`src/rtl/vga_tile_pkg.sv`:
```
// rtl/vga_tile_pkg.sv - shared constants and arbiter state type for the VGA tile arbiter
package vga_tile_pkg;
    localparam int TILE_COLS  = 40;
    localparam int TILE_ROWS  = 30;
    localparam int TILE_COUNT = 1200;
    localparam int TILE_SHIFT = 4;
    localparam int PIPE_LAT   = 3;

    typedef enum logic [1:0] {
        S_IDLE = 2'd0,
        S_PIX  = 2'd1,
        S_GRD  = 2'd2,
        S_GWR  = 2'd3
    } arb_state_t;
endpackage

```
`src/rtl/vga_tile_addr.sv`:
```
// rtl/vga_tile_addr.sv - pixel coordinate to linear tile index, plus game address range check
module vga_tile_addr
    import vga_tile_pkg::*;
(
    input  logic [9:0]  coord_x,
    input  logic [9:0]  coord_y,
    input  logic [10:0] g_addr,
    output logic [10:0] pix_addr,
    output logic        g_in_range
);
    logic [10:0] row;
    logic [10:0] col;

    assign row = 11'(coord_y >> TILE_SHIFT);
    assign col = 11'(coord_x >> TILE_SHIFT);

    // row * 40 as row*32 + row*8 keeps the index path adder-only
    assign pix_addr   = (row << 5) + (row << 3) + col;
    assign g_in_range = (g_addr < 11'(TILE_COUNT));
endmodule

```
`src/rtl/vga_tile_arbiter.sv`:
```
// rtl/vga_tile_arbiter.sv - tile memory arbiter between pixel fetch and game port, with frame tick
// Optional write gating to vblank: VGA_TILE_FRAME_LOCK_EN
module vga_tile_arbiter
    import vga_tile_pkg::*;
#(
    parameter int TILE_W = 4
) (
    input  logic              iCLK,
    input  logic              iRST_N,
    input  logic [9:0]        iCoord_X,
    input  logic [9:0]        iCoord_Y,
    input  logic              iPix_Valid,
    input  logic              iVGA_V_SYNC,
    output logic [10:0]       oMem_Addr,
    output logic              oMem_WE,
    output logic [TILE_W-1:0] oMem_WData,
    input  logic [TILE_W-1:0] iMem_RData,
    input  logic              iG_Req,
    input  logic              iG_We,
    input  logic [10:0]       iG_Addr,
    input  logic [TILE_W-1:0] iG_WData,
    output logic              oG_Ack,
    output logic [TILE_W-1:0] oG_RData,
    output logic              oG_RValid,
    output logic [TILE_W-1:0] oTile,
    output logic [9:0]        oCoord_X_d,
    output logic [9:0]        oCoord_Y_d,
    output logic              oPix_Valid_d,
    output logic              oFrame_Tick
);
    arb_state_t        state_q, state_d;
    logic [10:0]       pix_addr;
    logic              g_in_range;
    logic              pix_slot;
    logic              wr_allowed;

    logic [10:0]       cmd_addr_q, cmd_addr_d;
    logic [TILE_W-1:0] cmd_wdata_q, cmd_wdata_d;
    logic              cmd_oor_q, cmd_oor_d;
    logic              cmd_pix, cmd_grd, mem_we, g_ack;

    logic              rd_pix_q, rd_pix_d;
    logic              rd_g_q, rd_g_d;
    logic              rd_oor_q, rd_oor_d;
    logic [TILE_W-1:0] tile_q, tile_d;
    logic [TILE_W-1:0] g_rdata_q, g_rdata_d;
    logic              g_rvalid_q, g_rvalid_d;

    logic              vs_q, vs_d, vs_fall;
    logic              pv_q, pv_d;
    logic              vblank_q, vblank_d;
    logic              tick_q, tick_d;

    logic [9:0]          x_dly_q [PIPE_LAT];
    logic [9:0]          x_dly_d [PIPE_LAT];
    logic [9:0]          y_dly_q [PIPE_LAT];
    logic [9:0]          y_dly_d [PIPE_LAT];
    logic [PIPE_LAT-1:0] v_dly_q, v_dly_d;

    vga_tile_addr u_addr (
        .coord_x    (iCoord_X),
        .coord_y    (iCoord_Y),
        .g_addr     (iG_Addr),
        .pix_addr   (pix_addr),
        .g_in_range (g_in_range)
    );

    assign pix_slot = iPix_Valid && (iCoord_X[TILE_SHIFT-1:0] == '0);

`ifdef VGA_TILE_FRAME_LOCK_EN
    assign wr_allowed = vblank_q;
`else
    assign wr_allowed = 1'b1;
`endif

    always_ff @(posedge iCLK or negedge iRST_N) begin
        if (!iRST_N) begin
            state_q     <= S_IDLE;
            cmd_addr_q  <= '0;
            cmd_wdata_q <= '0;
            cmd_oor_q   <= 1'b0;
        end else begin
            state_q     <= state_d;
            cmd_addr_q  <= cmd_addr_d;
            cmd_wdata_q <= cmd_wdata_d;
            cmd_oor_q   <= cmd_oor_d;
        end
    end

    // Pixel slots win unconditionally; a deferred game request simply stays asserted
    always_comb begin
        state_d     = S_IDLE;
        cmd_addr_d  = cmd_addr_q;
        cmd_wdata_d = cmd_wdata_q;
        cmd_oor_d   = 1'b0;
        if (pix_slot) begin
            state_d    = S_PIX;
            cmd_addr_d = pix_addr;
        end else if (iG_Req && (!iG_We || wr_allowed)) begin
            state_d    = iG_We ? S_GWR : S_GRD;
            cmd_addr_d = iG_Addr;
            cmd_oor_d  = !g_in_range;
            if (iG_We) begin
                cmd_wdata_d = iG_WData;
            end
        end
    end

    always_comb begin
        mem_we  = (state_q == S_GWR) && !cmd_oor_q;
        g_ack   = (state_q == S_GRD) || (state_q == S_GWR);
        cmd_pix = (state_q == S_PIX);
        cmd_grd = (state_q == S_GRD);
    end

    always_comb begin
        rd_pix_d   = cmd_pix;
        rd_g_d     = cmd_grd;
        rd_oor_d   = cmd_oor_q;
        tile_d     = rd_pix_q ? iMem_RData : tile_q;
        g_rdata_d  = g_rdata_q;
        g_rvalid_d = rd_g_q;
        if (rd_g_q) begin
            g_rdata_d = rd_oor_q ? '0 : iMem_RData;
        end

        vs_d     = iVGA_V_SYNC;
        vs_fall  = vs_q && !iVGA_V_SYNC;
        pv_d     = iPix_Valid;
        tick_d   = vs_fall;
        vblank_d = vblank_q;
        if (vs_fall) begin
            vblank_d = 1'b1;
        end else if (iPix_Valid && !pv_q) begin
            vblank_d = 1'b0;
        end

        x_dly_d[0] = iCoord_X;
        y_dly_d[0] = iCoord_Y;
        v_dly_d    = {v_dly_q[PIPE_LAT-2:0], iPix_Valid};
        for (int i = 1; i < PIPE_LAT; i++) begin
            x_dly_d[i] = x_dly_q[i-1];
            y_dly_d[i] = y_dly_q[i-1];
        end
    end

    always_ff @(posedge iCLK or negedge iRST_N) begin
        if (!iRST_N) begin
            rd_pix_q   <= 1'b0;
            rd_g_q     <= 1'b0;
            rd_oor_q   <= 1'b0;
            tile_q     <= '0;
            g_rdata_q  <= '0;
            g_rvalid_q <= 1'b0;
            vs_q       <= 1'b1;
            pv_q       <= 1'b0;
            vblank_q   <= 1'b1;
            tick_q     <= 1'b0;
            v_dly_q    <= '0;
            for (int i = 0; i < PIPE_LAT; i++) begin
                x_dly_q[i] <= '0;
                y_dly_q[i] <= '0;
            end
        end else begin
            rd_pix_q   <= rd_pix_d;
            rd_g_q     <= rd_g_d;
            rd_oor_q   <= rd_oor_d;
            tile_q     <= tile_d;
            g_rdata_q  <= g_rdata_d;
            g_rvalid_q <= g_rvalid_d;
            vs_q       <= vs_d;
            pv_q       <= pv_d;
            vblank_q   <= vblank_d;
            tick_q     <= tick_d;
            v_dly_q    <= v_dly_d;
            for (int i = 0; i < PIPE_LAT; i++) begin
                x_dly_q[i] <= x_dly_d[i];
                y_dly_q[i] <= y_dly_d[i];
            end
        end
    end

    assign oMem_Addr    = cmd_addr_q;
    assign oMem_WE      = mem_we;
    assign oMem_WData   = cmd_wdata_q;
    assign oG_Ack       = g_ack;
    assign oG_RData     = g_rdata_q;
    assign oG_RValid    = g_rvalid_q;
    assign oTile        = tile_q;
    assign oCoord_X_d   = x_dly_q[PIPE_LAT-1];
    assign oCoord_Y_d   = y_dly_q[PIPE_LAT-1];
    assign oPix_Valid_d = v_dly_q[PIPE_LAT-1];
    assign oFrame_Tick  = tick_q;
endmodule

```
`config.mk`:
```
export PLATFORM = sky130hd
export DESIGN_NAME = vga_tile_arbiter
export DESIGN_NICKNAME = d
export VERILOG_FILES = /design/src/rtl/vga_tile_pkg.sv /design/src/rtl/vga_tile_addr.sv /design/src/rtl/vga_tile_arbiter.sv
export SDC_FILE = /design/constraint.sdc
export NUM_CORES = 1
export LEC_CHECK = 0
export CORE_MARGIN = 2
export CORE_UTILIZATION = 33
export DETAILED_ROUTE_END_ITERATION = 8
export PLACE_DENSITY = 0.58
export SLEW_MARGIN = 20
export SYNTH_ARGS = -nofsm -noshare
export SYNTH_HDL_FRONTEND = slang
export SYNTH_SLANG_ARGS = --single-unit
```
`constraint.sdc`:
```
create_clock -name iCLK -period 0.9 [get_ports iCLK]
set_input_delay 0.18 -clock iCLK [delete_from_list [all_inputs] [get_ports iCLK]]
set_output_delay 0.18 -clock iCLK [all_outputs]
set_load 0.01 [all_outputs]
```
Word level (Yosys, flattened, before mapping)
Cells that the tools add are included.
{"block": "totals", "ff_bits": 95, "latchBits": 0, "mem_bits_rw": 0, "mem_bits_ro": 0, "in_bits": 45, "output_inout_bits": 48, "word_cells": 44, "mem_count": 0}
{"block": "classes", "add_sub_neg": 2, "multipliers": 0, "n_div": 0, "n_lt_le_gt_ge": 1, "eq_ne": 3, "shift": 0, "mux": 8, "bitwise_logic": 1, "reduce_logical": 10}
{"op": "2-to-1 mux 11 bit", "n": 2}
{"op": "adder 11 x 6 -> 11 bit", "n": 1}
{"op": "adder 11 x 9 -> 11 bit", "n": 1}
{"op": "less-than comparator 11 bit (second input constant)", "n": 1}
{"op": "== test 2 bit (second input constant)", "n": 2}
{"op": "logical NOT 4 bit", "n": 1}
{"op": "2-to-1 mux 2 bit", "n": 2}
{"op": "2-to-1 mux 4 bit", "n": 1}
{"op": "logical AND 1 bit", "n": 3}
{"op": "logical NOT 1 bit", "n": 3}
{"op": "2-to-1 mux 1 bit", "n": 3}
{"op": "AND reduction 3 bit", "n": 1}
{"op": "== test 2 x 1 -> 1 bit (second input constant)", "n": 1}
{"op": "nonzero test 2 bit", "n": 1}
{"op": "logical OR 1 bit", "n": 1}
{"op": "inverter 1 bit", "n": 1}

Longest topological paths before layout
Gate-level depths: netlist (run 1).
{"block": "depth", "word_depth": 4, "mapped_depth": 8, "ltp_nobuf": 8}

By module
Synthesis (run 1) repeated with hierarchy kept, for this count alone.
{"block": "unflattened", "cells_unflattened": 204, "hier_area_um2": 3344.5}
{"module": "vga_tile_arbiter", "instances": 1, "cells_each": 153, "area_per_inst_um2": 2924.1}
{"module": "vga_tile_addr", "instances": 1, "cells_each": 51, "area_per_inst_um2": 420.4}

Least setup slack after synthesis (run 1)
No wires, ideal clock.
{"block": "synth_path", "kind": "input to register", "startpoint": "input port iCoord_X[9]", "endpoint": "register cmd_addr_q[10], in the netlist oMem_Addr[10]", "setup_time_ps": 86, "t_arrival_ps": 1875, "required_ps": 814, "path_slack_ps": -1061, "cell_stages": 8, "cell_sequence": "inv_1 -> fa_1 -> inv_1 -> fa_1 -> a211oi_1 -> o21bai_1 -> mux2i_1 -> nor3_1"}
{"block": "synth_via", "elab_chain_len": 2}
{"item": "start: declaration", "line_no": "vga_tile_arbiter.sv:10", "rtl": "input logic [9:0] iCoord_X,"}
{"item": "adder 11 x 6 -> 11 bit", "line_no": "vga_tile_addr.sv:18", "rtl": "assign pix_addr = (row << 5) + (row << 3) + col;"}
{"item": "2-to-1 mux 11 bit", "line_no": "vga_tile_arbiter.sv:96", "rtl": "if (pix_slot) begin"}
{"item": "end signal: assignment", "line_no": "vga_tile_arbiter.sv:84", "rtl": "cmd_addr_q <= cmd_addr_d;"}
{"item": "end: declaration", "line_no": "vga_tile_arbiter.sv:37", "rtl": "logic [10:0] cmd_addr_q, cmd_addr_d;"}
Every way passes these cells.
A chain may end at the register's enable or synchronous reset.

Final worst setup path (run 1)
{"block": "layout_path", "startpoint": "input port iCoord_Y[6]", "endpoint": "register cmd_addr_q[8], in the netlist oMem_Addr[8]"}
{"block": "layout_via", "elab_chain_len": 3}
{"item": "start: declaration", "line_no": "vga_tile_arbiter.sv:11", "rtl": "input logic [9:0] iCoord_Y,"}
{"item": "adder 11 x 9 -> 11 bit", "line_no": "vga_tile_addr.sv:18"}
{"item": "adder 11 x 6 -> 11 bit", "line_no": "vga_tile_addr.sv:18"}
{"item": "2-to-1 mux 11 bit", "line_no": "vga_tile_arbiter.sv:96"}
Every way passes these cells.

==> results of run 1 <==
==> kinds of logic (layout without fill, tap and decap cells) <==
logic type / after synthesis / count (layout) / synth area share (%)
AOI/OAI and AO/OA: 30 / 30 / 5.51
xor gates and xnor gates: 3 / 3 / 0.815
adders and majority gates: 13 / 13 / 5.51
buffers and inverters: 14 / 173 / 1.75
DFF: 95 / 95 / 73.8
muxes: 21 / 21 / 6.91
and+or+nand+nor: 35 / 35 / 5.71
==> registers in the layout (all words and copies together) (netlist names) <==
signal,count
oMem_WData,4
rd_pix_q,1
state_q,2
oTile,4
g_rvalid_d,1
oCoord_Y_d,10
v_dly_q,3
oMem_Addr,11
y_dly_d,20
rd_oor_q,1
oFrame_Tick,1
oCoord_X_d,10
oG_RValid,1
vs_q,1
x_dly_d,20
oG_RData,4
cmd_oor_q,1
==> timing repair <==
item	CTS	global route
gates cloned	0	1
setup buffers	7	5
pin swaps	24	14
hold buffers	3	1
setup endpoints to repair	70	66
gates resized for setup	270	29
hold endpoints to repair	96	1
==> layout make-up <==
class                   instances  area (um^2)  share of cell area, %
inverters                      10         45.0                  0.888
clock buffers                   9          124                   2.44
well taps                     133          166                   3.28
multi-input cells             102         1000                   19.7
clock inverters                 7          104                   2.05
repair buffers                147         1250                   24.7
flip-flops and latches         95         2380                   46.9
==> worst paths after layout <==
kind | startpoint | endpoint | slack (ns)
setup / recovery | iCoord_Y[6] | oMem_Addr[8] | -0.71
hold reg to reg | x_dly_d[1] | oCoord_X_d[1] | 0.35
min in group asynchronous | iRST_N | oCoord_Y_d[3] | 0.35
hold / removal | iCoord_Y[4] | y_dly_d[14] | 0.03
setup reg to reg | oMem_Addr[9] | oMem_Addr[9] | -0.05
max in group asynchronous | iRST_N | x_dly_d[2] | 0.29
==> worst max-delay path, cell delays in order <==
cell and delay [ns]:
buf_8 0.09, inv_8 0.02, fa_1 0.55, inv_2 0.05
fa_2 0.36, a21o_1 0.18, a21oi_2 0.13, xor2_1 0.20
o21ai_1 0.09
==> where the power goes <==
group          internal, uW  total (uW)  leakage, uW  switching (uW)
clock                  1600        3100     0.000108            1510
sequential             4580        4720      0.00112             137
combinational           904        1590      0.00112             689
==> stage by stage <==
step | utilization [%] | setup TNS, ns
detailed placement | 48.2 | -25.70
global placement | 48.2 | -25.42
floorplan | - | -6.09
CTS | 50.5 | -12.34
finish | 52.6 | -11.61
global route | 52.6 | -15.00
==> cell usage in the layout, fill, tap and decap left out, types with 7 or more instances in the layout <==
cell type	n
mux2_2	7
o21ai_0	8
clkbuf_8	9
buf_4	41
buf_6	23
dlygate4sd2_1	7
clkdlybuf4s50_1	27
dfrtp_1	93
buf_2	38
mux2i_1	11
==> metal layers <==
metal  vias up  global-route usage [%]  wire, um
li1       1027                       -         -
met4         0                    4.25        95
met3         6                    4.81       423
met2        69                    20.1      3180
met5         -                       0         0
met1      1047                    18.5      2980
==> impl_metrics.yaml, run 1 <==
pwr:
  peakVddDrop_mv: 0.943
  power_leakage_uw: 0.00235
  power_density_nw_per_um2: 1860
  p_total_uw: 9410
timing:
  clock_skew_ns: 0.0145
  maxSlewHeadroom_pct: 79.0
  setup_violations: 65
  drv_slew: 0
  rsz0062_at_grt: "true"
  fin_hold_ws_ns: 0.0317
  worst_pin_slew_ns: 0.311
  min_period_over_period_pct: 179
  fin_crit_ns: 1.61
  hold_viol_final: 0
  setup_slack_ns: -0.714
  fmax_mhz: 619
setup_path:
  reg2reg_depth: 4
  worst_setup_path_end_kind: "flop"
  worstPathArrival_ns: 1.85
  critPathKind: "in2reg"
  crit_path_start_kind: "primary input"
  cp.required_ns: 1.14
  cp_max_fo: 3
placement:
  place_ws_ns: -1.58
  portBuffers: 92
  gp_congestion: 0.820
  dpl_cell_area_um2: 4650
  dp_cells: 470
  dp_hpwl_um: 4640
logic_synthesis:
  ys_top_cells_by_area: "dfrtp_1 73%, ha_1 4.3%, mux2_2 3.5%"
  synth_most_common_cell: "dfrtp_1"
  ys.flop_type: "dfrtp_1"
  ys_seq_area_share_pct: 73.8
  synth_cell_types: 27
  yosys.area.top_type: "dfrtp_1"
  syn_avg_cell_area_um2: 15.3
  syn_nets: 269
  synth_cells: 211
  synth_edf_count: 0
  ys_ff_latch: 95
  yosysWarningCount: 0
  async_flop_share_pct: 100
  syn_area_um2: 3220
  synth_top_area_share_pct: 73.0
  synth_commonest_cells: "94 x dfrtp_1, 11 x a21oi_1, 11 x ha_1, 11 x mux2i_1"
route:
  drc: 0
  vias: 2149
  first_pass_iters: 4
  wl_um: 6680
  viasPerCell: 4.27
  drtIter0Drc: 52
  ant_nets: 0
  wl_per_cell_um: 13.3
floorplanning:
  io_pins: 93
  initial_core_util_pct: 33.4
  rows: 36
  fp.dieH_um: 103
  dieArea_um2: 10600
  fp.dieW_um: 103
  core_area_um2: 9640
status:
  violations: "setup timing"
  status: "complete, but fails checks"
finish:
  final_cells: 503
  final_area_um2: 5070
  syn_to_final_growth_pct: 57.3
  layout-drive-gt1-share_pct: 46.2
  fillers: 883
  insertedDiodeCount: 0
  fin_nets: 423
global_route:
  grt_antenna_before_repair: 0
  grt-ovfl-total: 0
  grt_pass1_wl_um: 10700
  grt_use_total_pct: 13.4
  grt_max_degree: 40
  grt_pass1_vias: 2149
clocking:
  cts_buffers: 9
  clockBufferDepth: 2
  worstSkewPairLatency_ns: 0.35
  cts_tree: "done"
  cts_num_sinks: 95
  h-tree-depth: 3
  cts_root_buf: "clkbuf_8"
  clkSlewWorstSetupHoldPaths_ns: 0.10
flow_run:
  cap_violations: 0
worst_hold_path:
  whs_path_depth: 2
  hp-class: "in2reg"
Power figures use the tool's default switching activity.
==> run 2: changes to the inputs <==
- CTS_CLUSTER_DIAMETER: default -> 200
==> results of run 2 <==
Same layout as run 1: the final DEF is identical, and so are final timing and power.
==> run 3: changes to the inputs <==
- CORE_UTILIZATION: 33 -> 42
- PLACE_DENSITY: 0.58 -> 0.76
==> run 3 against run 2 <==
Against the previous run: sequential share of layout area increased by 0.57 points; the run still ends with setup timing left; highest routed layer unchanged; hold slack lost 0.0040 ns; count of clock-buffer cells in the layout grew 3; critical path type unchanged.
==> impl_metrics.yaml, run 3 (synthesis gave the netlist of run 1 again) <==
status:
  status: "complete, but fails checks"
  violations: "setup timing"
placement:
  dp_hpwl_um: 4590
  dp_cells: 431
  gp_congestion: 0.817
  dpl_cell_area_um2: 4580
  portBuffers: 92
  place_ws_ns: -1.57
clocking:
  cts_buffers: 9
  clkSlewWorstSetupHoldPaths_ns: 0.08
  h-tree-depth: 3
  cts_tree: "done"
  clockBufferDepth: 2
  cts_num_sinks: 95
  worstSkewPairLatency_ns: 0.35
  cts_root_buf: "clkbuf_8"
timing:
  fin_hold_ws_ns: 0.0277
  min_period_over_period_pct: 183
  clock_skew_ns: 0.00749
  worst_pin_slew_ns: 0.306
  setup_violations: 66
  hold_viol_final: 0
  rsz0062_at_grt: "true"
  finalSetupTns_ns: -12.38
  setup_slack_ns: -0.745
  drv_slew: 0
  fmax_mhz: 608
  fin_crit_ns: 1.65
  maxSlewHeadroom_pct: 79.3
finish:
  fin_nets: 425
  syn_to_final_growth_pct: 55.4
  final_common_cell: "dfrtp_1"
  final_area_um2: 5010
  mostFrequentLayoutCells: "93 x dfrtp_1, 45 x buf_2, 39 x buf_4"
  final_cells: 471
  layout-drive-gt1-share_pct: 46.5
  insertedDiodeCount: 0
setup_path:
  path_cells: "buf_8, inv_8, fa_1, inv_2, fa_2, buf_4, a211oi_2, o21bai_1, mux2i_1, nor3_1"
  cp.required_ns: 1.13
  worstPathArrival_ns: 1.88
  cp_top_family: "adder cells"
  max_stage_delay_ns: 0.55
  cp_max_fo: 3
  critPathSlowestCell: "fa_1"
  critPathKind: "in2reg"
  path_buf_inv: 4
  crit_path_start_kind: "primary input"
  worst_setup_path_end_kind: "flop"
global_route:
  grt_antenna_before_repair: 0
  grt_use_total_pct: 17.3
  grt_pass1_wl_um: 11100
  grt-ovfl-total: 0
  grt_pass1_vias: 2296
  grt_max_degree: 33
floorplanning:
  core_area_um2: 7330
  fp.dieW_um: 91.6
  io_pins: 93
  fp.dieH_um: 91.6
  initial_core_util_pct: 44.0
  dieArea_um2: 8390
  rows: 31
pwr:
  power_leakage_uw: 0.00235
  power_density_nw_per_um2: 1780
  peakVddDrop_mv: 0.945
route:
  vias: 2173
  viasPerCell: 4.61
  first_pass_iters: 4
  wl_um: 6960
  ant_nets: 0
  drtIter0Drc: 63
  wl_per_cell_um: 14.8
  drc: 0
flow_run:
  cap_violations: 0
worst_hold_path:
  hp-class: "in2reg"
run 3: cell types whose count changed in the layout (fill, tap and decap cells not counted), sizes merged:
cell         delta
clkbuf          +2
buf             +4
dlygate4sd3     -2
dlygate4sd2     +1
inv             -1
bufinv          -2
run 3: power by group:
group / total [uW] / switching, uW / leakage, uW / internal [uW]
Sequential: 4720 / 140 / 0.00112 / 4580
Clock: 2570 / 1410 / 0.0000890 / 1160
Combinational: 1640 / 714 / 0.00115 / 930
run 3: worst reg2reg max path: stages (launching register included):
cell and delay, ns:
dfrtp_1 0.41, buf_4 0.14, buf_4 0.12, mux2i_1 0.16, a21oi_2 0.08
run 3: final timing paths:
path / start / end / slack (ns) / depth (start not counted)
setup / recovery: iCoord_Y[6] / oMem_Addr[10] / -0.75 / 10
hold / removal: iCoord_X[0] / x_dly_d[10] / 0.03 / 2
setup reg to reg: oMem_Addr[4] / oMem_Addr[4] / -0.11 / 4
hold reg to reg: x_dly_d[14] / x_dly_d[4] / 0.35 / 0
max in group asynchronous: iRST_N / x_dly_d[16] / 0.26 / 3
min in group asynchronous: iRST_N / oFrame_Tick / 0.22 / 2
run 3: repair_timing:
| item | CTS | global route |
|---|---|---|
| buffers inserted | 11 | 9 |
| endpoints found under the hold margin | 96 | 0 |
| pin swaps | 23 | 8 |
| hold buffers | 2 | 0 |
| resized for setup | 280 | 14 |
| gates cloned | 3 | 0 |
| endpoints found under the setup margin | 70 | 68 |
run 3: final cells by class:
class | count | area (um^2)
fill | 511 | 2320
timing repair buffer | 149 | 1270
tap | 99 | 124
inverter | 10 | 45.0
clock inverter | 4 | 28.8
multi-input combinational | 102 | 1000
clock buffer | 12 | 155
sequential | 95 | 2380
run 3: stage by stage:
step,power (uW),utilization (%)
floorplan,5320,-
global placement,6280,62.5
detailed placement,6320,62.5
CTS,8860,66.8
global route,9370,68.3
finish,8930,68.3
run 3: routing by layer:
layer | vias up | share of wire [%] | routed length (um) | GRT usage, %
met5 | - | 0 | 0 | 0
met2 | 70 | 50 | 3480 | 27.9
met3 | 9 | 5.4 | 378 | 5.56
li1 | 1034 | - | - | -
met4 | 0 | 1.3 | 90 | 5.30
met1 | 1060 | 43 | 3020 | 22.4
